## src/rtl/seq_feeder_pkg.sv

```systemverilog
// Shared types and constants for the seq_feeder stimulus source.
package seq_feeder_pkg;

  typedef enum logic [1:0] {
    IDLE = 2'd0,
    RUN  = 2'd1,
    DONE = 2'd2
  } feeder_state_t;

  localparam int FEEDER_LEN_MAX      = 32;
  localparam int DEBOUNCE_50MHZ_10MS = 500000;

endpackage

```

## src/rtl/key_debounce.sv

```systemverilog
// Push-button conditioner: 2-flop synchronizer, hold-time debounce, one-cycle press pulse.
module key_debounce
  import seq_feeder_pkg::*;
#(
  parameter int DEBOUNCE_CYCLES = DEBOUNCE_50MHZ_10MS
) (
  input  logic Clock,
  input  logic Reset,
  input  logic key_n,
  output logic level,
  output logic press
);

  localparam int CW = (DEBOUNCE_CYCLES > 1) ? $clog2(DEBOUNCE_CYCLES) : 1;
  localparam logic [CW-1:0] CNT_LAST = CW'(DEBOUNCE_CYCLES - 1);

  logic          sync_p0;
  logic          sync_p1;
  logic          db;
  logic          db_d;
  logic [CW-1:0] cnt;

  always_ff @(posedge Clock) begin
    if (Reset) begin
      sync_p0 <= 1'b1;
      sync_p1 <= 1'b1;
      db      <= 1'b1;
      db_d    <= 1'b1;
      cnt     <= '0;
      press   <= 1'b0;
    end else begin
      sync_p0 <= key_n;
      sync_p1 <= sync_p0;
      // A level is accepted only after it has differed from db for the full hold time
      if (sync_p1 == db) begin
        cnt <= '0;
      end else if (cnt == CNT_LAST) begin
        db  <= sync_p1;
        cnt <= '0;
      end else begin
        cnt <= cnt + CW'(1);
      end
      db_d  <= db;
      press <= db_d & ~db;
    end
  end

  assign level = db;

endmodule

```

## src/rtl/seq_feeder.sv

```systemverilog
// Presents a captured LEN-bit pattern MSB first, one bit per debounced key press,
// with a one-cycle w_valid strobe used as the downstream detector's clock enable.
module seq_feeder
  import seq_feeder_pkg::*;
#(
  parameter int LEN             = 16,
  parameter int DEBOUNCE_CYCLES = DEBOUNCE_50MHZ_10MS
) (
  input  logic           Clock,
  input  logic           Reset,
  input  logic [LEN-1:0] pattern,
  input  logic           load,
  input  logic           wrap,
  input  logic           step_key_n,
  output logic           w,
  output logic           w_valid,
  output logic [4:0]     bit_idx,
  output logic           busy,
  output logic           done
);

  localparam logic [4:0] LAST_IDX = 5'(LEN - 1);

  feeder_state_t  state;
  feeder_state_t  state_nxt;
  logic [LEN-1:0] shreg;
  logic [LEN-1:0] pat_copy;
  logic           step_req;
  logic           key_level;
  logic           step;
  logic           last_bit;

  key_debounce #(
    .DEBOUNCE_CYCLES(DEBOUNCE_CYCLES)
  ) u_deb (
    .Clock(Clock),
    .Reset(Reset),
    .key_n(step_key_n),
    .level(key_level),
    .press(step_req)
  );

  always_ff @(posedge Clock) begin
    if (Reset) state <= IDLE;
    else       state <= state_nxt;
  end

  // load always wins over a coincident step, so a step only counts without load
  always_comb begin
    state_nxt = state;
    step      = 1'b0;
    last_bit  = (bit_idx == LAST_IDX);
    if (load) begin
      state_nxt = RUN;
    end else if (state == RUN && step_req) begin
      step = 1'b1;
      if (last_bit && !wrap) state_nxt = DONE;
    end
  end

  always_ff @(posedge Clock) begin
    if (Reset) begin
      shreg    <= '0;
      pat_copy <= '0;
      bit_idx  <= '0;
      w        <= 1'b0;
      w_valid  <= 1'b0;
    end else begin
      w_valid <= 1'b0;
      if (load) begin
        shreg    <= pattern;
        pat_copy <= pattern;
        bit_idx  <= '0;
      end else if (step) begin
        w       <= shreg[LEN-1];
        w_valid <= 1'b1;
        // Wrapping reloads from the copy taken at load, never the live pattern input
        if (last_bit && wrap) begin
          shreg   <= pat_copy;
          bit_idx <= '0;
        end else begin
          shreg   <= shreg << 1;
          bit_idx <= bit_idx + 5'd1;
        end
      end
    end
  end

  assign busy = (state == RUN);
  assign done = (state == DONE);

  logic unused_ok;
  assign unused_ok = key_level;

endmodule

```

## config.mk

```make
export PLATFORM = sky130hd
export DESIGN_NAME = seq_feeder
export DESIGN_NICKNAME = d
export VERILOG_FILES = /design/src/rtl/seq_feeder_pkg.sv /design/src/rtl/key_debounce.sv /design/src/rtl/seq_feeder.sv
export SDC_FILE = /design/constraint.sdc
export NUM_CORES = 1
export LEC_CHECK = 0
export ABC_AREA = 1
export CAP_MARGIN = 10
export CORE_MARGIN = 3
export CORE_UTILIZATION = 59
export CTS_BUF_LIST = sky130_fd_sc_hd__clkbuf_8
export CTS_CLUSTER_SIZE = 20
export DETAILED_ROUTE_END_ITERATION = 10
export HOLD_SLACK_MARGIN = 0.1
export PLACE_DENSITY_LB_ADDON = 0.2
export SYNTH_ARGS = -nofsm -noshare
export SYNTH_HDL_FRONTEND = slang
export SYNTH_HIERARCHICAL = 1
export SYNTH_SLANG_ARGS = --single-unit
```

## constraint.sdc

```tcl
create_clock -name Clock -period 1.8 [get_ports Clock]
set_input_delay 0.27 -clock Clock [delete_from_list [all_inputs] [get_ports Clock]]
set_output_delay 0.27 -clock Clock [all_outputs]
set_load 0.1 [all_outputs]
```

==> parameters.txt, run 1 <==
Parameter                              Value

Clock network
  Post-CTS Setup Repair Bufs ... 0
  Clock transition at the register clock pins on the worst setup and hold paths after CTS ... 0.08 ns
  Count of hold-fix buffers inserted at cts ... 0
  Clock tree sinks ... 65
  Number of gates resized after CTS ... 0
  Clock buffer depth ... 2
  Clock buffers created by TritonCTS ... 9
  CTS tree ... done
  H-Tree Depth ... 3
  Master cell of the clock root buffer ... sky130_fd_sc_hd__clkbuf_8
  Clk_lat worst skew ... 0.34 ns

Drt
  Total via count after detailed routing ... 2,791
  Post-detailed-route wirelength per cell ... 12.5 µm
  Iteration-0 DRC Markers ... 233
  Final wirelength ... 6.76 mm
  Drt pass-1 iters ... 4
  DR DRC count ... 0
  Vias per inst ... 5.15
  Number of nets with antenna violations after detailed routing ... 0

Yosys
  Mapped cell area ... 3190 µm²
  Synth cell types ... 30
  Synthesized Nets ... 457
  Number of warning messages in the yosys log ... 6
  Portion of the post-synthesis area used by sequential elements ... 40.8%
  Flops & latches, synth ... 65
  Mapped Cells ... 434
  Synthesized area per cell ... 7.36 µm²

Run status
  Status ... finished, final reports clean

Cells and area
  Fin util ... 72.8%
  Area added between synthesis and finish ... 17.9%
  ANT cells ... 0
  Number of nets in the layout ... 490
  Most frequent cells in the layout ... 64 x sky130_fd_sc_hd__inv_1, 62 x sky130_fd_sc_hd__nand2_1, 61 x sky130_fd_sc_hd__dfxtp_1
  Commonest non-fill, non-tap cell in the layout ... sky130_fd_sc_hd__inv_1
  Ratio of cells with drive above 1 in the final layout ... 17.4%
  Count of placed standard cells in the final layout, fillers left out ... 542

Pwr
  Peak supply drop ... 0.453 mV
  Pwr dens ... 814 nW/µm²
  Leakage Power ... 1.48 nW
  PnR Total Power ... 3.06 mW

Timing
  Number of hold violations in the final report ... 0
  RSZ-0062 raised after global routing ... no
  Measured slew at the worst slew-check pin ... 0.448 ns
  Total Negative Setup Slacks ... 0 ns
  Final worst path period share ... 84.6%
  Setup-violating endpoint count in the final report ... 0
  Skew final ... 0.00964 ns
  Relative slew slack ... 70.0%
  FMAX ... 657 MHz
  Post-layout min period ... 1.52 ns
  Worst Setup Slack, final ... 0.278 ns
  Final-report max-slew violation count ... 0

GRT
  Final global-route overflow total ... 0
  Vias in the first global route ... 2,526
  Met3 track utilization from global routing ... 3.39%
  Overall routing resource usage ... 22.7%
  Routing usage on met1 ... 31.8%
  Global route hottest layer ... met2
  Routing usage on met2 ... 34.1%
  Number of antenna violations at the first check in global routing ... 0
  Largest net degree at the start of global routing ... 32
  Global-route wire length before repair ... 11.4 mm

Critical path
  Stage delay of the slowest cell on the critical path ... 0.36 ns
  Buf/Inv on CP ... 2
  Startpoint Class ... flip-flop
  Critical path type ... flip-flop to flip-flop
  Library cell contributing the largest single delay on the critical path ... sky130_fd_sc_hd__dfxtp_1
  CP Cell Sequence ... ha_1 -> nand3_2 -> inv_1 -> nand3_1 -> nor2_2 -> nor2_4 -> inv_4 -> nor2_1
  Critical path required time ... 2.04 ns
  CP startpoint ... u_deb/cnt[0]
  Data arrival at the endpoint of the critical path ... 1.76 ns
  Worst-path fanout max ... 15
  CP endpoint kind ... flip-flop
  Category of cells accounting for the largest share of critical-path delay ... simple AND/OR/NAND/NOR gates
  Critical register-to-register path startpoint ... u_deb/cnt[0]

Die
  Top-Level Pins ... 30
  Area of the core region ... 5170 µm²
  Area of the die ... 6330 µm²
  Die Span X ... 79.6 µm
  Starting Density ... 61.7%
  Row count ... 26
  Overall die height ... 79.6 µm

Place
  HPWL after detailed placement ... 4.54 mm
  Global placer's final weighted congestion ... 0.905
  Post-Place Setup Slack ... 0.136 ns
  Port Buffer Count ... 29
  Total placed cells including tap cells ... 526

Job
  Max-cap check violation count ... 0

Hold path
  Critical hold path startpoint ... u_deb/db_d
  Path class of the lowest-slack min-delay path ... flip-flop to flip-flop
==> state kept, by name (all words and copies together) (netlist names) <==
name,cells
u_deb/db_d,1
pat_copy,16
u_deb/sync_p0,1
bit_idx,5
u_deb/sync_p1,1
u_deb/cnt,19
u_deb/level,1
w,1
u_deb/press,1
state,2
shreg,16
w_valid,1
==> per-layer routing <==
| metal | up-vias | wire [µm] |
|---|---|---|
| met5 | - | 0 |
| met4 | 0 | 114 |
| met3 | 11 | 292 |
| met2 | 58 | 3000 |
| met1 | 1281 | 3350 |
| li1 | 1441 | - |
==> cell type report <==
class	instances	area [µm²]
inverters	69	267
clock inverters	5	55.1
flip-flops and latches	65	1310
multi-input cells	284	1510
clock buffers	11	151
well taps	70	87.6
fillers	433	1410
repair buffers	38	385
==> per-stage QoR <==
stage	hold slack [ns]	cell area [µm²]
after CTS	0.412	3760
after global placement	0.392	3560
after global routing	0.440	3760
after detailed placement	0.397	3560
final	0.412	3760
after floorplan	0.351	3200
==> worst min-delay path, delay by kind of cell (launching register included) <==
kind / cells / cell delay (ns)
and+or+nand+nor: 1 / 0.03
DFF: 1 / 0.30
buffers and inverters: 1 / 0.04
==> where the power goes <==
| group | internal, mW | total, mW | switching [mW] |
|---|---|---|---|
| registers | 1.49 | 1.51 | 0.0208 |
| clock network | 0.710 | 1.29 | 0.575 |
| logic | 0.113 | 0.268 | 0.155 |
==> cells in the mapped netlist <==
cell type / instances / area [µm²]
sky130_fd_sc_hd__nand3_1: 45 / 225
sky130_fd_sc_hd__o31ai_1: 1 / 7.51
sky130_fd_sc_hd__nor2_2: 1 / 6.26
sky130_fd_sc_hd__clkbuf_1: 2 / 7.51
sky130_fd_sc_hd__buf_2: 6 / 30.0
sky130_fd_sc_hd__clkbuf_8: 1 / 13.8
sky130_fd_sc_hd__nand3_4: 2 / 35.0
sky130_fd_sc_hd__nor2_1: 51 / 191
sky130_fd_sc_hd__nand3_2: 9 / 90.1
sky130_fd_sc_hd__inv_4: 3 / 18.8
sky130_fd_sc_hd__nand2_4: 1 / 11.3
sky130_fd_sc_hd__dfxtp_1: 65 / 1300
sky130_fd_sc_hd__buf_6: 5 / 56.3
sky130_fd_sc_hd__nand2_1: 62 / 233
sky130_fd_sc_hd__or2_2: 3 / 18.8
sky130_fd_sc_hd__inv_2: 3 / 11.3
sky130_fd_sc_hd__o21ai_1: 4 / 20.0
sky130_fd_sc_hd__a21oi_2: 7 / 61.3
sky130_fd_sc_hd__nand4_1: 2 / 12.5
sky130_fd_sc_hd__nand2_2: 8 / 50.1
sky130_fd_sc_hd__buf_1: 1 / 3.75
sky130_fd_sc_hd__xor2_1: 10 / 87.6
sky130_fd_sc_hd__inv_1: 63 / 236
sky130_fd_sc_hd__ha_1: 2 / 25.0
sky130_fd_sc_hd__xnor2_1: 3 / 26.3
sky130_fd_sc_hd__nor2_4: 6 / 67.6
sky130_fd_sc_hd__buf_4: 1 / 7.51
sky130_fd_sc_hd__o21ai_0: 35 / 175
sky130_fd_sc_hd__a21oi_1: 31 / 155
sky130_fd_sc_hd__o21a_1: 1 / 7.51
==> kinds of logic (layout without fill, tap and decap cells) <==
family          Yosys count  in the layout  share of synthesized area (%)
flops                    65             65                           40.8
xor+xnor                 13             13                           3.57
fa+ha+maj                 2              2                          0.784
buf+inv                  85            123                           12.1
simple gates            190            190                           29.5
compound gates           79             79                           13.4
==> final timing paths <==
check | end | slack (ns) | depth (start not counted)
min | u_deb/press | 0.41 | 2
max reg2reg | u_deb/cnt[17] | 0.28 | 8
min reg2reg | u_deb/press | 0.41 | 2
max | u_deb/cnt[17] | 0.28 | 8
(Power assumes the default switching activity.)
==> run 2: changes to the inputs <==
--- a/config.mk
+++ b/config.mk
@@ -8,7 +8,7 @@
 export ABC_AREA = 1
 export CAP_MARGIN = 10
 export CORE_MARGIN = 3
-export CORE_UTILIZATION = 59
+export CORE_UTILIZATION = 53
 export CTS_BUF_LIST = sky130_fd_sc_hd__clkbuf_8
 export CTS_CLUSTER_SIZE = 20
 export DETAILED_ROUTE_END_ITERATION = 10
==> constraint.sdc (replaced) <==
create_clock -name Clock -period 1.36 [get_ports Clock]
set_input_delay 0.204 -clock Clock [delete_from_list [all_inputs] [get_ports Clock]]
set_output_delay 0.204 -clock Clock [all_outputs]
set_load 0.1 [all_outputs]
==> run 2 against run 1 <==
Against the previous run:
- total power increased by 32%
- register-to-register slack got worse by 0.23 ns
- non-clock buffer count increased by 22
- sequential power increased by 32%
- cell count increased by 4.4%
- critical path depth decreased by 5
- worst setup slack got worse by 0.23 ns
- critical endpoint is now busy
- largest power group unchanged
- first-iteration DRC count decreased by 20%
- count of clock-buffer cells in the layout unchanged
- cell area increased by 11%
==> parameters.txt, run 2 (synthesis results as in run 1) <==
Parameter                              Value

Run status
  Status ... finished, final reports clean

Drt
  Total via count after detailed routing ... 2,923
  Final wirelength ... 7.49 mm
  Iteration-0 DRC Markers ... 186
  Post-detailed-route wirelength per cell ... 13.2 µm
  Vias per inst ... 5.16
  Drt pass-1 iters ... 4
  Number of nets with antenna violations after detailed routing ... 0
  DR DRC count ... 0

Pwr
  Reported net switching power ... 0.960 mW
  Leakage Power ... 1.65 nW
  Peak supply drop ... 0.816 mV
  Power share of the sequential group ... 49.3%
  Pwr dens ... 963 nW/µm²
  Power share of the clock group ... 40.7%
  Internal cell power ... 3.07 mW
  Net switching fraction of the power ... 23.8%
  Combinational share of power ... 10.0%

Place
  Port Buffer Count ... 29
  Global placer's final weighted congestion ... 0.874
  HPWL after detailed placement ... 4.89 mm
  Post-Place Setup Slack ... -0.146 ns
  Post-placement cell area ... 3860 µm²

Clock network
  Clock buffer depth ... 2
  CTS tree ... done
  Clock transition at the register clock pins on the worst setup and hold paths after CTS ... 0.07 ns
  Clk_lat worst skew ... 0.34 ns
  Clock tree sinks ... 65
  Count of hold-fix buffers inserted at cts ... 0
  Clock buffers created by TritonCTS ... 9
  Master cell of the clock root buffer ... sky130_fd_sc_hd__clkbuf_8
  H-Tree Depth ... 3

Critical path
  Critical path required time ... 1.16 ns
  Critical path type ... flip-flop to output pin
  Startpoint Class ... flip-flop
  Data arrival at the endpoint of the critical path ... 1.11 ns
  CP startpoint ... state[0]
  FF-to-FF path depth ... 8
  Reg-to-reg setup timing slack ... 0.05 ns
  Endpoint of the most critical register-to-register path ... u_deb/cnt[18]
  Worst-path fanout max ... 3
  Critical register-to-register path startpoint ... u_deb/cnt[1]
  CP endpoint kind ... output pin

Cells and area
  Ratio of cells with drive above 1 in the final layout ... 25.9%
  Number of flip-flops under the largest register name ... 19
  Post-route standard cell area excluding fillers ... 4180 µm²
  Most flops, register ... u_deb/cnt
  Most frequent cells in the layout ... 62 x sky130_fd_sc_hd__inv_1, 60 x sky130_fd_sc_hd__nand2_1, 52 x sky130_fd_sc_hd__dfxtp_1
  Commonest non-fill, non-tap cell in the layout ... sky130_fd_sc_hd__inv_1
  Fin util ... 73.7%
  Top Registers ... u_deb/cnt: 19 flops, pat_copy: 16 flops, shreg: 16 flops
  Area added between synthesis and finish ... 31.0%
  ANT cells ... 0
  Number of nets in the layout ... 513

Timing
  Measured slew at the worst slew-check pin ... 0.267 ns
  Setup-violating endpoint count in the final report ... 0
  RSZ-0062 raised after global routing ... yes
  Worst Setup Slack, final ... 0.0492 ns
  Final worst path period share ... 96.4%
  FMAX ... 763 MHz
  Total Negative Setup Slacks ... 0 ns
  Worst hold slack ... 0.408 ns
  Skew final ... 0.00604 ns
  Final-report max-slew violation count ... 0
  Post-layout min period ... 1.31 ns
  Relative slew slack ... 82.2%
  Number of hold violations in the final report ... 0

GRT
  Overall routing resource usage ... 22.3%
  Vias in the first global route ... 2,873
  Largest net degree at the start of global routing ... 32
  Global-route wire length before repair ... 12.7 mm
  Final global-route overflow total ... 0
  Number of antenna violations at the first check in global routing ... 0

Die
  Die Span X ... 83.6 µm
  Area of the die ... 6990 µm²
  Area of the core region ... 5680 µm²
  Top-Level Pins ... 30
  Starting Density ... 56.3%
  Overall die height ... 83.6 µm
  Row count ... 27

Job
  Max-cap check violation count ... 0

Hold path
  Destination of the worst hold path ... u_deb/press
  Worst Hold Depth ... 2
  Critical hold path startpoint ... u_deb/db_d
  Path class of the lowest-slack min-delay path ... flip-flop to flip-flop
## run 2: changes by cell type in the layout (fill, tap and decap cells not counted), sizes merged
cell      delta
clkinvlp     -1
buf         +22
inv          +1
## run 2: what timing repair did
item | 4_1_cts | 5_1_grt
setup buffers | 1 | 4
hold endpoints to repair | 0 | 0
setup endpoints to repair | 20 | 22
gates cloned | 1 | 0
pin swaps | 4 | 5
gates resized for setup | 11 | 21
## run 2: how the worst max path moves through the flow
stage                         end  slack, ns  depth (start not counted)
floorplan                state[0]      -0.07                          7
global placement         shreg[0]      -0.09                          6
detailed placement       shreg[0]      -0.15                          6
CTS                 u_deb/cnt[18]     0.0001                          8
global route        u_deb/cnt[10]      -0.05                          8
finish                       busy       0.05                          3
## run 2: area by class of cell
class                   instances  area [µm²]
repair inverters                1        6.26
repair buffers                 60         688
flip-flops and latches         65        1330
inverters                      69         272
fillers                       449        1490
clock buffers                  11         151
clock inverters                 4        43.8
well taps                      72        90.1
multi-input cells             284        1600
## run 2: critical path: stages (launching register included)
cell and delay (ns):
sky130_fd_sc_hd__dfxtp_4 0.38, sky130_fd_sc_hd__inv_1 0.08, sky130_fd_sc_hd__nor2_4 0.12, sky130_fd_sc_hd__buf_12 0.18
## run 2: per-stage QoR
step	total power, mW	instances
2_1_floorplan	2.25	434
3_3_place_gp	2.41	545
3_5_place_dp	2.42	545
4_1_cts	4.04	562
5_1_grt	4.18	566
6_report	4.03	566
## run 2: per-layer routing
layer | up-vias | part of all wire, % | global-route usage [%]
met3 | 11 | 6.0 | 6.22
met5 | - | 0 | 0
met4 | 0 | 1.4 | 8.04
met2 | 78 | 48 | 38.1
li1 | 1488 | - | -
met1 | 1346 | 45 | 26.7
## run 2: power by group through the flow
stage / clock network, mW / logic [mW] / registers [mW]
after floorplan: 0 / 0.232 / 2.02
after global placement: 0 / 0.387 / 2.03
after detailed placement: 0 / 0.393 / 2.03
after CTS: 1.66 / 0.398 / 1.99
after global routing: 1.75 / 0.443 / 1.99
final: 1.64 / 0.402 / 1.99
